### src/rtl/pll_seq_pkg.sv
// Shared types and default timing for the PLL reset sequencer.
// Optional heartbeat output is enabled with the PLL_SEQ_HEARTBEAT_EN macro.
package pll_seq_pkg;

    localparam int STATE_W    = 3;
    localparam int LOSS_CNT_W = 8;

    typedef enum logic [STATE_W-1:0] {
        WAIT_LOCK = 3'd0,
        STABILIZE = 3'd1,
        RELEASE   = 3'd2,
        RUN       = 3'd3,
        PLL_RST   = 3'd4
    } state_t;

    // Defaults assume the 36 MHz PLL output clock.
    localparam int DEF_STABLE_CYCLES  = 36000;
    localparam int DEF_LOCK_TIMEOUT   = 360000;
    localparam int DEF_PLL_RST_CYCLES = 16;
    localparam int DEF_NUM_DOMAINS    = 3;
    localparam int DEF_STAGGER        = 8;
    localparam int DEF_SYNC_STAGES    = 2;
    localparam int DEF_HEARTBEAT_DIV  = 18000000;

    function automatic int max3(input int a, input int b, input int c);
        int m;
        m = (a > b) ? a : b;
        return (m > c) ? m : c;
    endfunction

endpackage

### src/rtl/sync_ff.sv
// Multi-flop synchroniser for a single asynchronous bit.
module sync_ff #(
    parameter int STAGES = 2
) (
    input  logic clk,
    input  logic rst,
    input  logic d,
    output logic q
);

    logic [STAGES-1:0] ff;

    always_ff @(posedge clk or posedge rst) begin
        if (rst) begin
            ff <= '0;
        end else begin
            ff <= {ff[STAGES-2:0], d};
        end
    end

    assign q = ff[STAGES-1];

endmodule

### src/rtl/pll_reset_sequencer.sv
// Sequences PLL lock qualification and staggered per-domain reset release.
// Define PLL_SEQ_HEARTBEAT_EN to add the RUN-state heartbeat output.
module pll_reset_sequencer
    import pll_seq_pkg::*;
#(
    parameter int STABLE_CYCLES  = DEF_STABLE_CYCLES,
    parameter int LOCK_TIMEOUT   = DEF_LOCK_TIMEOUT,
    parameter int PLL_RST_CYCLES = DEF_PLL_RST_CYCLES,
    parameter int NUM_DOMAINS    = DEF_NUM_DOMAINS,
    parameter int STAGGER        = DEF_STAGGER,
    parameter int SYNC_STAGES    = DEF_SYNC_STAGES
`ifdef PLL_SEQ_HEARTBEAT_EN
    , parameter int HEARTBEAT_DIV = DEF_HEARTBEAT_DIV
`endif
) (
    input  logic                   clk,
    input  logic                   rst,
    input  logic                   pll_lock,
    output logic                   pll_reset,
    output logic [NUM_DOMAINS-1:0] rst_dom,
    output logic                   ready,
    output logic [LOSS_CNT_W-1:0]  lock_loss_cnt,
    output logic [STATE_W-1:0]     state
`ifdef PLL_SEQ_HEARTBEAT_EN
    , output logic                 heartbeat
`endif
);

    localparam int TMR_MAX = max3(STABLE_CYCLES, LOCK_TIMEOUT, PLL_RST_CYCLES);
    localparam int TMR_W   = $clog2(TMR_MAX) + 1;
    // rc runs one past the last release offset to time the move into RUN.
    localparam int RC_MAX  = (NUM_DOMAINS - 1) * STAGGER + 1;
    localparam int RC_W    = $clog2(RC_MAX) + 1;

    logic             lock_s;
    logic             lock_lost;
    state_t           state_q;
    logic [TMR_W-1:0] timer;
    logic [RC_W-1:0]  rc;

    sync_ff #(
        .STAGES(SYNC_STAGES)
    ) u_lock_sync (
        .clk(clk),
        .rst(rst),
        .d  (pll_lock),
        .q  (lock_s)
    );

    assign lock_lost = !lock_s && (state_q == RELEASE || state_q == RUN);
    assign state     = state_q;

    always_ff @(posedge clk or posedge rst) begin
        if (rst) begin
            state_q       <= WAIT_LOCK;
            pll_reset     <= 1'b0;
            rst_dom       <= '1;
            ready         <= 1'b0;
            lock_loss_cnt <= '0;
            timer         <= '0;
            rc            <= '0;
        end else if (lock_lost) begin
            state_q <= WAIT_LOCK;
            rst_dom <= '1;
            ready   <= 1'b0;
            timer   <= '0;
            rc      <= '0;
            if (lock_loss_cnt != '1) begin
                lock_loss_cnt <= lock_loss_cnt + 1'b1;
            end
        end else begin
            case (state_q)
                WAIT_LOCK: begin
                    if (lock_s) begin
                        state_q <= STABILIZE;
                        timer   <= '0;
                    end else if (timer == TMR_W'(LOCK_TIMEOUT - 1)) begin
                        state_q   <= PLL_RST;
                        timer     <= '0;
                        pll_reset <= 1'b1;
                    end else begin
                        timer <= timer + 1'b1;
                    end
                end
                PLL_RST: begin
                    if (timer == TMR_W'(PLL_RST_CYCLES - 1)) begin
                        state_q   <= WAIT_LOCK;
                        timer     <= '0;
                        pll_reset <= 1'b0;
                    end else begin
                        timer <= timer + 1'b1;
                    end
                end
                STABILIZE: begin
                    if (!lock_s) begin
                        state_q <= WAIT_LOCK;
                        timer   <= '0;
                    end else if (timer == TMR_W'(STABLE_CYCLES - 1)) begin
                        state_q <= RELEASE;
                        timer   <= '0;
                        rc      <= '0;
                    end else begin
                        timer <= timer + 1'b1;
                    end
                end
                RELEASE: begin
                    for (int unsigned i = 0; i < NUM_DOMAINS; i++) begin
                        if (rc == RC_W'(i * STAGGER)) begin
                            rst_dom[i] <= 1'b0;
                        end
                    end
                    if (rc == RC_W'(RC_MAX)) begin
                        state_q <= RUN;
                        ready   <= 1'b1;
                        rc      <= '0;
                    end else begin
                        rc <= rc + 1'b1;
                    end
                end
                RUN: begin
                    state_q <= RUN;
                end
                default: begin
                    state_q <= WAIT_LOCK;
                end
            endcase
        end
    end

`ifdef PLL_SEQ_HEARTBEAT_EN
    localparam int HB_W = $clog2(HEARTBEAT_DIV) + 1;

    logic [HB_W-1:0] hb_cnt;

    always_ff @(posedge clk or posedge rst) begin
        if (rst) begin
            hb_cnt    <= '0;
            heartbeat <= 1'b0;
        end else if (state_q == RUN) begin
            if (hb_cnt == HB_W'(HEARTBEAT_DIV - 1)) begin
                hb_cnt    <= '0;
                heartbeat <= ~heartbeat;
            end else begin
                hb_cnt <= hb_cnt + 1'b1;
            end
        end else begin
            hb_cnt    <= '0;
            heartbeat <= 1'b0;
        end
    end
`endif

endmodule

### config.mk
export PLATFORM = sky130hd
export DESIGN_NAME = pll_reset_sequencer
export DESIGN_NICKNAME = d
export VERILOG_FILES = /design/src/rtl/pll_seq_pkg.sv /design/src/rtl/sync_ff.sv /design/src/rtl/pll_reset_sequencer.sv
export SDC_FILE = /design/constraint.sdc
export NUM_CORES = 1
export LEC_CHECK = 0
export ABC_AREA = 1
export BUFFER_PORTS_ARGS = -buffer_cell sky130_fd_sc_hd__clkbuf_2
export CORE_UTILIZATION = 30
export CTS_BUF_LIST = sky130_fd_sc_hd__clkbuf_8
export CTS_CLUSTER_SIZE = 14
export DETAILED_ROUTE_END_ITERATION = 10
export SYNTH_ARGS = -nofsm -noshare
export SYNTH_HDL_FRONTEND = slang
export SYNTH_SLANG_ARGS = --single-unit
### constraint.sdc
create_clock -name clk -period 1.69 [get_ports clk]
set_input_delay 0.338 -clock clk [delete_from_list [all_inputs] [get_ports clk]]
set_output_delay 0.338 -clock clk [all_outputs]
set_load 0.005 [all_outputs]
# Word-level counts from Yosys, hierarchy flattened

Index checks and enable logic that the tools add are counted.

Word-level logic and storage cells: 87
Bits in registers: 44
Output and inout bits: 16
Input bits: 3

Reduce and logical (&&, ||, !) cells: 21
Multiplexer cells: 32
$add $sub $neg: 3
Eq/ne operators: 20
Bitwise operators: 1

Operator list:

| operator                | count |
|---|---|
| $mux W20                | 6 |
| $pmux W20 S3            | 1 |
| $mux W3                 | 9 |
| $mux W6                 | 4 |
| $add A20 B1 Y20 const B | 1 |
| $eq A20 B16 Y1 const B  | 1 |
| $eq A20 B19 Y1 const B  | 1 |
| $eq A20 B4 Y1 const B   | 1 |
| $pmux W3 S5             | 1 |
| $eq A6 B5 Y1 const B    | 2 |
| $pmux W6 S2             | 1 |
| $reduce_bool A2 Y1      | 6 |
| $reduce_and A2 Y1       | 5 |
| $mux W1                 | 9 |
| $add A8 B1 Y8 const B   | 1 |
| $ne A8 B8 Y1 const B    | 1 |
| $add A6 B1 Y6 const B   | 1 |
| $eq A3 B2 Y1 const B    | 2 |
| $eq A6 B4 Y1 const B    | 1 |
| $logic_not A6 Y1        | 1 |
| $ne A2 B2 Y1 const B    | 3 |
| $ne A3 B2 Y1 const B    | 2 |
| $ne A3 B3 Y1 const B    | 2 |
| $reduce_and A5 Y1       | 1 |
| other kinds (14)        | 14 |

# Depth between registers and ports, before layout

Gate-level depths: netlist of the first run.

Depth after elaboration: 5
Depth in mapped cells: 11
Mapped depth without buffers: 10

# Cells and area by module

From an unflattened synthesis of the first run, not the netlist that was laid out.

Cells, all modules: 351
Area, all modules: 2697.6 um^2

Modules (own cells, without submodules):

| module              | instances | seq. area each (um^2) | cells an instance | area each (um^2) |
|---|---|---|---|---|
| pll_reset_sequencer | 1         | 1054.8                | 348               | 2643.8 |
| sync_ff             | 1         | 50.0                  | 3                 | 53.8 |

# Worst setup path before layout of the first run

Ideal clock, no wire load.

Path type: register -> register
From: register timer[0]
To: register timer[10]
Path buffers: 1
Arrival time: 1.488 ns
Data required time: 1.563 ns
Path slack: 0.075 ns
Setup time: 0.127 ns
Stages on the path, launching flop included: 12
Period minus slack after synthesis: 1.615 ns
Cell sequence: dfrtp_1 > ha_1 > nand2_2 > nor2_4 > nand2_2 > nor2_2 > nand2_1 > nand2_1 > nand3_2 > nand2_4 > buf_12 > a21oi_2

Word-level cells in the longest chain between the ends: 5
Elaborated cells on any way between the ends: 11
Classes of those cells: add/sub (1); eq/ne (3); mux (7)

RTL lines:

| element                                       | RTL line                                                                         | source |
|---|---|---|
| from (decl)                                   | pll_reset_sequencer.sv:38                                                        | `logic [TMR_W-1:0] timer;` |
| from (signal assigned)                        | pll_reset_sequencer.sv:82                                                        | `timer <= timer + 1'b1;` |
| from (signal assigned)                        | pll_reset_sequencer.sv:91                                                        | `timer <= timer + 1'b1;` |
| from (signal assigned)                        | pll_reset_sequencer.sv:103                                                       | `timer <= timer + 1'b1;` |
| $add A20 B1 Y20, or another cell as far along | pll_reset_sequencer.sv:82, pll_reset_sequencer.sv:91, pll_reset_sequencer.sv:103 |  |
| $mux W20 (on tied branches)                   | pll_reset_sequencer.sv:98, pll_reset_sequencer.sv:77                             |  |
| $mux W20 (on tied branches)                   | pll_reset_sequencer.sv:95, pll_reset_sequencer.sv:74                             |  |
| $pmux W20 S3 (*)                              | pll_reset_sequencer.sv:72                                                        | `case (state_q)` |
| $mux W20 (*)                                  | pll_reset_sequencer.sv:62                                                        | `end else if (lock_lost) begin` |

Every way passes the cells marked *; elsewhere a longest branch is shown, timed or not.
A chain may end at the register's enable or synchronous reset.

# Final worst setup path of the first run

From: register timer[6]
To: register timer[10]

The elaborated chain is that of the path after synthesis.

==> results.cfg, run 1 <==
[timing]
final.hold.worst_slack_ns = 0.0423
setup_total_neg_slack_ns = 0
slew_headroom_pct = 77.9
fmaxAchievable_mhz = 624
clock-skew-final_ns = 0.00836
finalSetupViolCount = 0
fin_crit_ns = 1.60
drv_slew = 0
timing_worst_slew_pin_value_ns = 0.329
timing_hold_violations_final = 0
final_min_period_over_clock_period_pct = 94.8
grt_setup_unrepaired = yes
setup_slack_ns = 0.0874

[clock_tree]
clock_insertion_delay_worst_skew_ns = 0.30
root_buffer = clkbuf_8
clock_slew_at_the_register_clock_pins_of_the_worst_setup_and_hold_paths_ns = 0.09
cts-root-to-sink-buffers = 2
cts_max_level = 2
clock_sink_count = 44
tritoncts = yes
cts_made_buffers = 5

[global_route]
initial_antenna_violation_count = 0
grt_max_degree = 45
global_route.usage.total_pct = 13.8
grt_first_pass_wirelength_microns = 9920
via_count_of_the_first_global_routing_pass = 2151
grt_overflow_total = 0

[status]
outcome = finished, final reports clean

[setup_path]
critPathCaptureType = flop
critical_path.reg2reg.startpoint = timer[6]$_DFFE_PP0P_
worst_path_max_delay_cell = dfrtp_1
critical_path.startpoint_type = flop
cpPeakStageDelay_ns = 0.42
timing.critical_path.fanout_max = 4
worstPathRequired_ns = 1.93
crit_buf_inv = 3
crit_chain = buf_4, nand3_1, inv_2, nand2_4, nor2_4, buf_6, nand2_4, xor2_2, a21oi_2
timing.critical_path.mode_cell = nand2_4
worst_ep_arrival_time_ns = 1.84
worst_setup_path_startpoint = timer[6]$_DFFE_PP0P_
critPathTopFamily = buffers and inverters
worst_setup_path_type = flop to flop

[power]
p_int_mw = 2.33
p_total_mw = 3.86
vdd_ir_drop_max_mv = 0.489
p_leak_nw = 1.62
power.net_switching_mw = 1.53
power_density_mw_per_mm2 = 1160
power_frac_clock_pct = 22.2
power.combinational.fraction_pct = 42.6
p_seq_share_pct = 35.2
net_switching_share_of_the_total_power_pct = 39.6

[route]
drt-vias-per-instance = 4.69
first_pass_iters = 4
via_count = 2338
post-route-drc-count = 0
postRouteAntennaNets = 0
wl_per_cell_microns = 11.7
detail_route.iter0.violations = 113
wl_microns = 5850

[logic_synthesis]
syn-cell-area_sq_mm = 0.00266
post_synth_mux_area_share_pct = 0
xor_xnor_portion_of_the_synthesized_cell_area_pct = 5.93
synthSimpleGateAreaFrac_pct = 34.6
netlist_instances = 342
syn_area_per_cell_sq_um = 7.77
postSynthNetCount = 350
synth_cell_type_count = 29
synth_sequential_area_ratio_pct = 41.6
ys_seq_elements = 44
synth_compound_area_share_pct = 7.81
synth_fa_ha_area_share_pct = 2.35
ys_warn_count = 0
synth_top_family_by_area = simple AND/OR/NAND/NOR gates

[floorplanning]
fp.coreArea_sq_mm = 0.00838
starting_density_pct = 31.7
full_die_area_sq_mm = 0.00924
fp.dieW_microns = 96.1
die_h_microns = 96.1
io_pins = 19
std_cell_rows = 33

[flow_run]
number_of_maximum_capacitance_violations = 0

[layout]
fin_nets = 401
fillCellCount = 821
final_common_cell = nand2_1
design_area_sq_mm = 0.00334
mostFrequentLayoutCells = nand2_1, inv_1, dfrtp_1
post_route_cells_drive_above_1_share_pct = 27.2
finalCoreUtilization_pct = 39.8
area_growth_syn_to_layout_pct = 25.6
finalNonFillerCells = 499
n_antenna_cell = 0

[place]
placement.cell_area_sq_mm = 0.00305
preCtsSetupSlack_ns = -0.0307
post-place-cells = 486
numPortBuffers = 18
detailed_placement_hpwl_microns = 4210
gpl.final_weighted_congestion = 0.803

[hold_path]
holdCritPathClass = input port to asynchronous set/reset pin
[power by group through the flow]
stage	Sequential [mW]	Clock (mW)	Combinational (mW)
6_report	1.36	0.857	1.64
4_1_cts	1.35	0.884	1.50
3_3_place_gp	1.36	0	1.45
2_1_floorplan	1.38	0	0.977
5_1_grt	1.39	0.938	1.84
3_5_place_dp	1.37	0	1.47
[worst paths after layout]
| check | depth (start not counted) | end | slack, ns |
|---|---|---|---|
| hold reg to reg | 0 | u_lock_sync.ff[1]$_DFF_PP0_ | 0.36 |
| setup reg to reg | 9 | timer[10]$_DFFE_PP0P_ | 0.09 |
| setup / recovery | 9 | timer[10]$_DFFE_PP0P_ | 0.09 |
| max in group asynchronous | 3 | rst_dom[1]$_DFFE_PP1P_ | 1.38 |
| min in group clk | 1 | u_lock_sync.ff[0]$_DFF_PP0_ | 0.13 |
| hold / removal | 3 | lock_loss_cnt[4]$_DFFE_PP0P_ | 0.04 |
[metal layers]
layer,up-vias,global-route usage [%],wire length (microns)
met1,1085,19.3,2910
met3,6,2.84,208
met5,-,0,0
li1,1208,-,-
met2,39,21.3,2660
met4,0,4.35,64
[sequential cells by signal (all words and copies together), names as in the netlist]
signal and cells:
lock_loss_cnt 8, timer 20, rc 6, state 3, ready 1, rst_dom 3
u_lock_sync.ff 2, pll_reset 1
[cell families after synthesis]
group / after synthesis
AO/OA/AOI/OAI: 33
buffers and inverters: 49
AND/OR/NAND/NOR: 193
flip-flops: 44
adder cells (fa/ha/maj): 5
XOR/XNOR: 18
[cells in the mapped netlist]
cell | instances | area, sq um
nand2_1 | 83 | 312
inv_1 | 42 | 158
dfrtp_1 | 41 | 1030
nor2_1 | 37 | 139
nand3_1 | 32 | 160
nand4_1 | 15 | 93.8
xor2_1 | 13 | 114
a21oi_1 | 10 | 50.1
a21oi_2 | 10 | 87.6
o21ai_0 | 10 | 50.1
nor3_1 | 8 | 40.0
ha_1 | 5 | 62.6
xnor2_1 | 5 | 43.8
buf_2 | 4 | 20.0
nor2_2 | 4 | 25.0
dfstp_2 | 3 | 78.8
nand2_2 | 3 | 18.8
inv_2 | 2 | 7.51
nand3_2 | 2 | 20.0
nand3_4 | 2 | 35.0
nor2_4 | 2 | 22.5
nor3_2 | 2 | 20.0
a21boi_0 | 1 | 7.51
buf_12 | 1 | 20.0
nand2_4 | 1 | 11.3
nand3b_1 | 1 | 7.51
nor3_4 | 1 | 16.3
o21ai_1 | 1 | 5.00
o21bai_1 | 1 | 7.51
[timing repair]
action                                  in CTS  in global routing
setup buffers                                2                  2
hold buffers                                 0                  0
gates resized for setup                      4                 27
endpoints found under the setup margin       3                 24
pin swaps                                    2                 11
gates cloned                                 0                  1
endpoints found under the hold margin        0                  0
[tightest hold or removal path: cells and delay by family]
| kind | cells | cell delay (ns) |
|---|---|---|
| buf+inv | 3 | 0.39 |
[layout make-up]
type	count	area, sq um	share of cell area [%]
Sequential cell	44	1110	33.2
Timing Repair Buffer	48	339	10.2
Multi-Input combinational cell	250	1470	44.2
Clock buffer	6	82.6	2.47
Clock inverter	2	38.8	1.16
Tap cell	105	131	3.94
Inverter	44	165	4.95
Note: power is estimated with default switching activity, not from simulation.
==> run 2, diff against run 1 <==
--- a/config.mk
+++ b/config.mk
@@ -7,10 +7,12 @@
 export LEC_CHECK = 0
 export ABC_AREA = 1
 export BUFFER_PORTS_ARGS = -buffer_cell sky130_fd_sc_hd__clkbuf_2
-export CORE_UTILIZATION = 30
+export CORE_UTILIZATION = 55
 export CTS_BUF_LIST = sky130_fd_sc_hd__clkbuf_8
 export CTS_CLUSTER_SIZE = 14
 export DETAILED_ROUTE_END_ITERATION = 10
+export PLACE_DENSITY = 0.77
+export REMOVE_ABC_BUFFERS = 1
 export SYNTH_ARGS = -nofsm -noshare
 export SYNTH_HDL_FRONTEND = slang
 export SYNTH_SLANG_ARGS = --single-unit
==> run 2 against run 1 <==
  * Via count up 2.4%
  * Register-to-register slack about the same
  * Clock-buffer cell count decreased by 1
  * Sequential power about the same
  * Die area is 45% lower
  * Combinational power about the same
  * Critical path depth unchanged
  * Critical path type unchanged
  * Worst setup slack got worse by 0.0043 ns
  * Non-clock buffer count is 6 lower
  * Sequential cell count stayed put
  * Core utilization rose by 30 points
  * Wire length rose by 2.8%
  * Critical endpoint is now timer[1]$_DFFE_PP0P_
==> results.cfg, run 2 (synthesis results as in run 1) <==
[status]
outcome = finished, final reports clean

[power]
p_int_mw = 2.09
p_total_mw = 3.63
vdd_ir_drop_max_mv = 0.763
p_seq_share_pct = 37.3
power_frac_clock_pct = 17.9
power.combinational.fraction_pct = 44.8
p_leak_nw = 1.54
power_density_mw_per_mm2 = 1150
power.net_switching_mw = 1.54
net_switching_share_of_the_total_power_pct = 42.5

[timing]
slew_headroom_pct = 60.8
final.hold.worst_slack_ns = 0.00518
fmaxAchievable_mhz = 622
finalSetupViolCount = 0
grt_setup_unrepaired = yes
timing_hold_violations_final = 0
fin_crit_ns = 1.61
final_min_period_over_clock_period_pct = 95.1
drv_slew = 0
clock-skew-final_ns = 0.00679
timing_worst_slew_pin_value_ns = 0.585
setup_slack_ns = 0.0831

[setup_path]
worstPathRequired_ns = 1.87
cpPeakStageDelay_ns = 0.44
critPathCaptureType = flop
critical_path.startpoint_type = flop
crit_chain = nor2_2, nand2_1, nor2_1, nand3_1, nand2_1, nand3_4, buf_4, nand3_1, nand2_1
worst_setup_path_type = flop to flop
worst_path_max_delay_cell = dfrtp_1
timing.critical_path.mode_cell = nand2_1
worstRegToRegCells = 9
timing.critical_path.fanout_max = 4
worst_ep_arrival_time_ns = 1.79

[layout]
mostFrequentLayoutCells = nand2_1, inv_1, dfrtp_1
largest_register = timer
fin_nets = 396
area_growth_syn_to_layout_pct = 18.7
final_common_cell = nand2_1
finalNonFillerCells = 441
largest_registers = timer (20), lock_loss_cnt (8), rc (6)
post_route_cells_drive_above_1_share_pct = 24.7
n_antenna_cell = 0
largest_reg_flops = 20
finalCoreUtilization_pct = 70.1

[route]
detail_route.iter0.violations = 182
via_count = 2395
post-route-drc-count = 0
wl_per_cell_microns = 13.6
drt-vias-per-instance = 5.43
postRouteAntennaNets = 0
wl_microns = 6010
first_pass_iters = 5

[floorplanning]
full_die_area_sq_mm = 0.00512
std_cell_rows = 24
io_pins = 19
starting_density_pct = 59.0
die_h_microns = 71.5
fp.dieW_microns = 71.5
fp.coreArea_sq_mm = 0.00450

[clock_tree]
tritoncts = yes
clock_sink_count = 44
cts-root-to-sink-buffers = 2
root_buffer = clkbuf_8
clock_slew_at_the_register_clock_pins_of_the_worst_setup_and_hold_paths_ns = 0.09
clock_insertion_delay_worst_skew_ns = 0.29
cts_made_buffers = 5
cts_max_level = 2

[hold_path]
holdCritPathClass = input port to asynchronous set/reset pin

[place]
preCtsSetupSlack_ns = 0.0201
gpl.final_weighted_congestion = 0.884
post-place-cells = 429
numPortBuffers = 18
detailed_placement_hpwl_microns = 4060

[flow_run]
number_of_maximum_capacitance_violations = 0

[global_route]
global_route.usage.total_pct = 23.1
initial_antenna_violation_count = 0
grt_first_pass_wirelength_microns = 9440
grt_max_degree = 30
via_count_of_the_first_global_routing_pass = 2118
grt_overflow_total = 0
-- run 2: cell type report --
cell class	instances	area, sq um
Clock buffer	5	68.8
Clock inverter	3	18.8
Timing Repair Buffer	42	287
Fill cell	370	1350
Multi-Input combinational cell	251	1440
Inverter	44	165
Tap cell	52	65.1
Sequential cell	44	1110
-- run 2: path summary, 6_finish.rpt --
kind,from,endpoint,slack [ns]
min in group clk,pll_lock,u_lock_sync.ff[0]$_DFF_PP0_,0.16
hold / removal,rst,rc[5]$_DFFE_PP0P_,0.005
hold reg to reg,u_lock_sync.ff[0]$_DFF_PP0_,u_lock_sync.ff[1]$_DFF_PP0_,0.35
setup / recovery,timer[12]$_DFFE_PP0P_,timer[1]$_DFFE_PP0P_,0.08
setup reg to reg,timer[12]$_DFFE_PP0P_,timer[1]$_DFFE_PP0P_,0.08
max in group asynchronous,rst,timer[10]$_DFFE_PP0P_,1.18
-- run 2: power by group through the flow --
stage | logic [mW] | registers [mW] | clock network (mW)
after detailed placement | 1.43 | 1.36 | 0
after CTS | 1.44 | 1.34 | 0.668
after floorplan | 0.848 | 1.38 | 0
after global routing | 1.81 | 1.38 | 0.703
after global placement | 1.40 | 1.35 | 0
final | 1.63 | 1.35 | 0.650
-- run 2: per-layer routing --
metal	GRT usage, %	part of all wire [%]	routed length (microns)
met3	3.09	5.7	342
met5	0	0	0
met1	34.7	47	2840
met2	35.2	46	2760
met4	6.75	1.2	70
-- run 2: stage by stage --
step,instance area [sq um],setup TNS [ns]
floorplan,2620,0
global placement,2950,0
detailed placement,2950,0
CTS,3040,0
global route,3160,-0.286
finish,3160,0
-- run 2: what timing repair did --
item | 4_1_cts | 5_1_grt
hold buffers | 0 | 0
endpoints found under the setup margin | 0 | 24
buffers inserted | 0 | 2
resized for setup | 0 | 20
-- run 2: worst max-delay path, delay by kind of cell (launching register included) --
family,cells,cell delay (ns)
flip-flops,1,0.44
AND/OR/NAND/NOR,8,0.87
buffers and inverters,1,0.18
